==> config.mk <==
export PLATFORM = sky130hd
export DESIGN_NAME = dvvm_dot_sequencer_flat
export DESIGN_NICKNAME = d
export VERILOG_FILES = /design/src/rtl/dvvm_pkg.sv /design/src/rtl/dvvm_dot_sequencer_if.sv /design/src/rtl/dvvm_vec_buf.sv /design/src/rtl/dvvm_dot_sequencer.sv /design/src/flat_wrapper.sv
export SDC_FILE = /design/constraint.sdc
export NUM_CORES = 1
export LEC_CHECK = 0
export ABC_AREA = 1
export BUFFER_PORTS_ARGS = -buffer_cell sky130_fd_sc_hd__buf_2
export CORE_UTILIZATION = 55
export CTS_BUF_LIST = sky130_fd_sc_hd__clkbuf_16
export CTS_CLUSTER_DIAMETER = 80
export CTS_CLUSTER_SIZE = 25
export DETAILED_ROUTE_END_ITERATION = 10
export HOLD_SLACK_MARGIN = 0.12
export PLACE_DENSITY_LB_ADDON = 0.05
export SLEW_MARGIN = 20
export SYNTH_ARGS = -nofsm -noshare
export SYNTH_HDL_FRONTEND = slang
export SYNTH_SLANG_ARGS = --single-unit
==> constraint.sdc <==
create_clock -name clk -period 1.8 [get_ports clk]
set_clock_uncertainty 0.1 [all_clocks]
set_input_delay 0.09 -clock clk [delete_from_list [all_inputs] [get_ports clk]]
set_output_delay 0.09 -clock clk [all_outputs]
set_load 0.01 [all_outputs]
==> src/rtl/dvvm_pkg.sv <==
// Shared constants, FSM state encoding and helpers for the dense vector-vector
// dot-product sequencer.
package dvvm_pkg;

  localparam int unsigned DATA_W      = 8;
  localparam int unsigned DEPTH       = 16;
  localparam int unsigned ADDR_W      = 4;
  localparam int unsigned PROD_W      = 2 * DATA_W;
  localparam int unsigned ACC_W       = PROD_W + ADDR_W;
  localparam int unsigned TIMEOUT_CYC = 64;
  localparam int unsigned TO_W        = 7;

  typedef enum logic [1:0] {
    IDLE,
    ISSUE,
    WAIT,
    FINISH
  } state_e;

  function automatic logic [ACC_W-1:0] zext_acc(input logic [PROD_W-1:0] p);
    return {{(ACC_W - PROD_W){1'b0}}, p};
  endfunction

endpackage

==> src/rtl/dvvm_dot_sequencer_if.sv <==
// MAC issue/result channel: the sequencer is the master, the MAC the slave.
interface dvvm_dot_sequencer_if;
  import dvvm_pkg::*;

  logic              mac_enable;
  logic [DATA_W-1:0] mac_a;
  logic [DATA_W-1:0] mac_b;
  logic [PROD_W-1:0] mac_result;
  logic              mac_done;

  modport master (output mac_enable, mac_a, mac_b, input mac_result, mac_done);
  modport slave  (input mac_enable, mac_a, mac_b, output mac_result, mac_done);
endinterface

==> src/rtl/dvvm_vec_buf.sv <==
// DEPTH x DATA_W operand register file: one synchronous write port, one
// combinational read port. Contents are deliberately not reset.
module dvvm_vec_buf
  import dvvm_pkg::*;
(
  input  logic              clk,
  input  logic              wr_en,
  input  logic [ADDR_W-1:0] wr_addr,
  input  logic [DATA_W-1:0] wr_data,
  input  logic [ADDR_W-1:0] rd_addr,
  output logic [DATA_W-1:0] rd_data
);

  logic [DATA_W-1:0] mem_q [DEPTH];

  always_ff @(posedge clk) begin
    if (wr_en) mem_q[wr_addr] <= wr_data;
  end

  assign rd_data = mem_q[rd_addr];

endmodule

==> src/rtl/dvvm_dot_sequencer.sv <==
// Walks two operand buffers through an external MAC one element at a time and
// sums the products. Optional WAIT watchdog with err output: DVVM_TIMEOUT_EN.
module dvvm_dot_sequencer
  import dvvm_pkg::*;
(
  input  logic                clk,
  input  logic                rst_n,
  input  logic                wr_en,
  input  logic                wr_sel,
  input  logic [ADDR_W-1:0]   wr_addr,
  input  logic [DATA_W-1:0]   wr_data,
  input  logic                start,
  input  logic [ADDR_W:0]     len,
  output logic                busy,
  output logic                done,
  output logic [ACC_W-1:0]    dot_result,
`ifdef DVVM_TIMEOUT_EN
  output logic                err,
`endif
  dvvm_dot_sequencer_if.master mac
);

  localparam logic [ADDR_W:0]   LEN_MAX = (ADDR_W + 1)'(DEPTH);
  localparam logic [ADDR_W:0]   LEN_ONE = (ADDR_W + 1)'(1);
  localparam logic [ADDR_W-1:0] IDX_ONE = ADDR_W'(1);

  state_e              state_q, state_d;
  logic [ADDR_W:0]     len_q, len_d;
  logic [ADDR_W-1:0]   idx_q, idx_d;
  logic [ACC_W-1:0]    acc_q, acc_d;
  logic [ACC_W-1:0]    dot_result_q, dot_result_d;
  logic                busy_q, busy_d;
  logic                done_q, done_d;
  logic                mac_enable_q, mac_enable_d;
  logic [DATA_W-1:0]   mac_a_q, mac_a_d;
  logic [DATA_W-1:0]   mac_b_q, mac_b_d;
  logic                mac_done_q;
  logic [DATA_W-1:0]   a_rd, b_rd;
  logic                buf_wr_ok;
  logic                completion;
  logic                last_elem;
`ifdef DVVM_TIMEOUT_EN
  localparam logic [TO_W-1:0] TO_LAST = TO_W'(TIMEOUT_CYC - 1);
  logic [TO_W-1:0]     wcnt_q, wcnt_d;
  logic                err_q, err_d;
`endif

  assign buf_wr_ok = wr_en && (state_q == IDLE);

  dvvm_vec_buf u_buf_a (
    .clk     (clk),
    .wr_en   (buf_wr_ok && !wr_sel),
    .wr_addr (wr_addr),
    .wr_data (wr_data),
    .rd_addr (idx_q),
    .rd_data (a_rd)
  );

  dvvm_vec_buf u_buf_b (
    .clk     (clk),
    .wr_en   (buf_wr_ok && wr_sel),
    .wr_addr (wr_addr),
    .wr_data (wr_data),
    .rd_addr (idx_q),
    .rd_data (b_rd)
  );

  // Rising-edge detect lets the MAC either pulse done or hold it as a level.
  assign completion = mac.mac_done && !mac_done_q;
  assign last_elem  = (({1'b0, idx_q} + LEN_ONE) == len_q);

  always_comb begin
    state_d      = state_q;
    len_d        = len_q;
    idx_d        = idx_q;
    acc_d        = acc_q;
    dot_result_d = dot_result_q;
    busy_d       = busy_q;
    done_d       = 1'b0;
    mac_enable_d = 1'b0;
    mac_a_d      = mac_a_q;
    mac_b_d      = mac_b_q;
`ifdef DVVM_TIMEOUT_EN
    wcnt_d       = wcnt_q;
    err_d        = err_q;
`endif
    unique case (state_q)
      IDLE: begin
        if (start) begin
          len_d   = (len > LEN_MAX) ? LEN_MAX : len;
          acc_d   = '0;
          idx_d   = '0;
          busy_d  = 1'b1;
          state_d = (len == '0) ? FINISH : ISSUE;
`ifdef DVVM_TIMEOUT_EN
          err_d   = 1'b0;
`endif
        end
      end
      ISSUE: begin
        mac_enable_d = 1'b1;
        mac_a_d      = a_rd;
        mac_b_d      = b_rd;
        state_d      = WAIT;
`ifdef DVVM_TIMEOUT_EN
        wcnt_d       = '0;
`endif
      end
      WAIT: begin
        if (completion) begin
          acc_d = acc_q + zext_acc(mac.mac_result);
          if (last_elem) begin
            state_d = FINISH;
          end else begin
            idx_d   = idx_q + IDX_ONE;
            state_d = ISSUE;
          end
        end
`ifdef DVVM_TIMEOUT_EN
        else if (wcnt_q == TO_LAST) begin
          err_d   = 1'b1;
          state_d = FINISH;
        end else begin
          wcnt_d = wcnt_q + TO_W'(1);
        end
`endif
      end
      FINISH: begin
        done_d       = 1'b1;
        dot_result_d = acc_q;
        busy_d       = 1'b0;
        state_d      = IDLE;
      end
      default: state_d = IDLE;
    endcase
  end

  always_ff @(posedge clk or negedge rst_n) begin
    if (!rst_n) begin
      state_q      <= IDLE;
      len_q        <= '0;
      idx_q        <= '0;
      acc_q        <= '0;
      dot_result_q <= '0;
      busy_q       <= 1'b0;
      done_q       <= 1'b0;
      mac_enable_q <= 1'b0;
      mac_a_q      <= '0;
      mac_b_q      <= '0;
      mac_done_q   <= 1'b0;
    end else begin
      state_q      <= state_d;
      len_q        <= len_d;
      idx_q        <= idx_d;
      acc_q        <= acc_d;
      dot_result_q <= dot_result_d;
      busy_q       <= busy_d;
      done_q       <= done_d;
      mac_enable_q <= mac_enable_d;
      mac_a_q      <= mac_a_d;
      mac_b_q      <= mac_b_d;
      mac_done_q   <= mac.mac_done;
    end
  end

`ifdef DVVM_TIMEOUT_EN
  always_ff @(posedge clk or negedge rst_n) begin
    if (!rst_n) begin
      wcnt_q <= '0;
      err_q  <= 1'b0;
    end else begin
      wcnt_q <= wcnt_d;
      err_q  <= err_d;
    end
  end

  assign err = err_q;
`endif

  assign busy           = busy_q;
  assign done           = done_q;
  assign dot_result     = dot_result_q;
  assign mac.mac_enable = mac_enable_q;
  assign mac.mac_a      = mac_a_q;
  assign mac.mac_b      = mac_b_q;

endmodule

==> src/flat_wrapper.sv <==
// flat-port wrapper written by rule: the top's interface ports become plain ports
module dvvm_dot_sequencer_flat import dvvm_pkg::*;
  (clk, rst_n, wr_en, wr_sel, wr_addr, wr_data, start, len, busy, done, dot_result, mac_mac_enable, mac_mac_a, mac_mac_b, mac_mac_result, mac_mac_done);
  dvvm_dot_sequencer_if mac_i ();
  input  logic clk;
  input  logic rst_n;
  input  logic wr_en;
  input  logic wr_sel;
  input  logic [ADDR_W-1:0] wr_addr;
  input  logic [DATA_W-1:0] wr_data;
  input  logic start;
  input  logic [ADDR_W:0] len;
  output logic busy;
  output logic done;
  output logic [ACC_W-1:0] dot_result;
  output wire logic [$bits(mac_i.mac_enable)-1:0] mac_mac_enable;
  output wire logic [$bits(mac_i.mac_a)-1:0] mac_mac_a;
  output wire logic [$bits(mac_i.mac_b)-1:0] mac_mac_b;
  input wire logic [$bits(mac_i.mac_result)-1:0] mac_mac_result;
  input wire logic [$bits(mac_i.mac_done)-1:0] mac_mac_done;
  assign mac_mac_enable = mac_i.mac_enable;
  assign mac_mac_a = mac_i.mac_a;
  assign mac_mac_b = mac_i.mac_b;
  assign mac_i.mac_result = mac_mac_result;
  assign mac_i.mac_done = mac_mac_done;
  dvvm_dot_sequencer u_core (.clk(clk), .rst_n(rst_n), .wr_en(wr_en), .wr_sel(wr_sel), .wr_addr(wr_addr), .wr_data(wr_data), .start(start), .len(len), .busy(busy), .done(done), .dot_result(dot_result), .mac(mac_i));
endmodule
==> impl_metrics.json <==
{
  "cap_viol_max_count": 0,
  "dp.cells": 1809,
  "drcViolationCount": 0,
  "worstPathRequired_ns": 2.15,
  "rows": 58,
  "r2r_cells": 7,
  "portBuffers": 77,
  "comb_power_share_pct": 37.4,
  "h-tree-depth": 1,
  "rsz0062_at_grt": "yes",
  "finalSetupViolCount": 12,
  "die_h_um": 163,
  "p_int_mw": 14.1,
  "hold_class": "in -> reg",
  "finalPower_mw": 22.1,
  "synth_top_area_share_pct": 53.9,
  "r2r-start": "u_core.idx_q[0]",
  "antenna_cells": 0,
  "critPathKind": "reg -> reg",
  "ios": 78,
  "critPathMaxFanout": 7,
  "synth_top_area_cell": "edfxtp_1",
  "postRouteAntennaNets": 0,
  "num_vias": 10408,
  "final_util_pct": 67.8,
  "reg2reg_slack_ns": -0.06,
  "drt-vias-per-instance": 5.52,
  "worst_pin_slew_ns": 0.701,
  "initial_core_util_pct": 56.3,
  "die_area_sq_um": 26600,
  "slew_violations": 0,
  "dr.max_layer_used": "met4",
  "synth_nets": 1420,
  "wl_met2_mm": 17.2,
  "area_growth_pct": 20.4,
  "period_share_pct": 104,
  "drt_iter0_drc": 1018,
  "status": "complete, but fails checks",
  "die_x_um": 163,
  "grt_max_degree": 63,
  "p_leak_nw": 7.00,
  "coreArea_sq_um": 25300,
  "place_area_sq_um": 15600,
  "grt_pass1_wl_mm": 54.2,
  "slowest_stage": "dfrtp_4",
  "power_frac_seq_pct": 42.4,
  "instances_no_fill": 1885,
  "slew_headroom_pct": 53.2,
  "violations": "setup timing",
  "async_flop_share_pct": 21.7,
  "cpMostUsedCell": "nand2_1",
  "cts-root-buf": "clkbuf_16",
  "min_path_cells": 5,
  "synth_seq_cells": 327,
  "hold_viol_final": 0,
  "clkLatencyLatePin_ns": 0.52,
  "max_stage_delay_ns": 0.58,
  "gp_congestion": 0.905,
  "antenna_found_initial": 0,
  "vdd_drop_max_v": 0.000949,
  "synth_edf_count": 256,
  "fin_ws_ns": -0.0632,
  "timing.fmax_mhz": 537,
  "cts.sinks": 327,
  "cts_inserted_buffers": 18,
  "place.detailed.hpwl_mm": 22.7,
  "clockBufferDepth": 3,
  "arrival_ns": 2.22,
  "syn_area_per_cell_sq_um": 10.5,
  "clock_power_share_pct": 20.1,
  "synthCells": 1363,
  "synth_common_cells": "470 x nand2_1, 256 x edfxtp_1, 158 x nand3_1",
  "netlist_top_cells_area": "edfxtp_1 54%, dfrtp_1 12%, nand2_1 12%",
  "routed_wl_mm": 36.4,
  "syn_area_sq_um": 14300,
  "worstHoldStart": "wr_addr[2]",
  "yosysWarnings": 0,
  "yosysSeqAreaShare_pct": 66.4,
  "endpoint_kind": "flip-flop",
  "grt_overflow": 0,
  "setup.worst_path.start_class": "flip-flop",
  "wl_per_cell_um": 19.3,
  "min_period_ns": 1.86,
  "drt-met1-wl_mm": 16.3,
  "critPathLaunch": "u_core.idx_q[0]",
  "timing.hold.ws_ns": 0.146,
  "grt_pass1_vias": 9647,
  "powerDensity_nw_per_um2": 1290,
  "drive_gt1_share_pct": 20.3,
  "clkTransAtPathRegs_ns": 0.09,
  "layout.nets": 1600,
  "worstPathCellList": "ha_4, xor2_1, nor3_2, nand4_2, nand2_2, nand2_1, nand2_1",
  "synth_ff_type": "edfxtp_1",
  "route.met3.wl_mm": 2.33,
  "p_switching_mw": 8.04,
  "grt_usage_pct": 27.1,
  "sw_frac_of_total_pct": 36.3,
  "synthMostInstantiatedCell": "nand2_1",
  "final_area_sq_um": 17200,
  "tritoncts": "done",
  "synthDistinctLibCells": 39,
  "first_pass_iters": 6
}
-- flip-flops by register name (all words and copies together) (netlist names) --
name / flops
u_core.state_q: 2
u_core.mac_done_q: 1
u_core.busy: 1
u_core.dot_result: 20
u_core.mac.mac_b: 8
u_core.mac.mac_enable: 1
u_core.acc_q: 20
u_core.u_buf_b.mem_q: 128
u_core.u_buf_a.mem_q: 128
u_core.idx_q: 4
u_core.done: 1
u_core.mac.mac_a: 8
u_core.len_q: 5
-- power by group through the flow --
stage	Combinational (mW)	Sequential [mW]	Clock (mW)
after global placement	7.01	9.41	0
after detailed placement	7.09	9.44	0
after CTS	7.46	9.30	4.52
final	8.28	9.39	4.45
after global routing	9.08	9.44	4.76
after floorplan	4.30	9.44	0
-- worst max-delay path: cells and delay by family, from the launching register on --
family | cells | cell delay [ns]
simple gates | 5 | 0.72
fa+ha+maj | 1 | 0.25
xor+xnor | 1 | 0.14
flops | 1 | 0.58
-- final cells by class --
cell class	count	area (sq um)
clock buffer	19	475
multi-input combinational	916	4680
timing repair buffer	223	1810
inverter	57	231
clock inverter	13	88.8
tap	330	413
fill	1919	8160
sequential	327	9470
-- timing repair --
item                                    4_1_cts  5_1_grt
hold endpoints to repair                    356        0
gates cloned                                  0        3
buffers inserted                              1        7
resized for setup                            39       72
endpoints found under the setup margin       29      274
pin swaps                                     3       19
hold buffers                                 33        0
-- per-stage QoR --
step	setup TNS [ns]	setup WS, ns
3_5_place_dp	-1.17	-0.131
4_1_cts	-0.174	-0.0411
3_3_place_gp	-0.599	-0.114
2_1_floorplan	-11.89	-0.0760
6_report	-0.385	-0.0632
5_1_grt	-2.29	-0.124
-- final timing paths --
check / to
hold reg to reg: u_core.dot_result[5]
setup / recovery: u_core.idx_q[2]
min in group asynchronous: u_core.mac.mac_a[0]
hold / removal: u_core.u_buf_a.mem_q[11][7]
max in group asynchronous: u_core.acc_q[14]
setup reg to reg: u_core.idx_q[2]
-- metal layers --
metal | track usage [%] | vias up
met5 | 0 | -
met4 | 4.67 | 0
met1 | 39.8 | 5022
met3 | 2.98 | 42
met2 | 44.3 | 350
li1 | - | 4994
-- logic make-up (layout without fill, tap and decap cells) --
family                   after synthesis  in the layout  share of synthesized area, %
buffers and inverters                120            312                          4.16
XOR/XNOR                               8              8                         0.544
adder cells (fa/ha/maj)               18             18                          1.63
AO/OA/AOI/OAI                        155            155                          5.85
AND/OR/NAND/NOR                      735            735                          21.4
flip-flops                           327            327                          66.4
-- cell usage in the layout (no fill, tap or decap), drive strengths merged, types with 29 or more instances in the layout --
cell type	instances
nand2	473
edfxtp	256
buf	187
nand3	158
a21oi	103
nor2	89
dfrtp	71
inv	67
dlygate4sd3	33
o21ai	29
(Power assumes the default switching activity.)
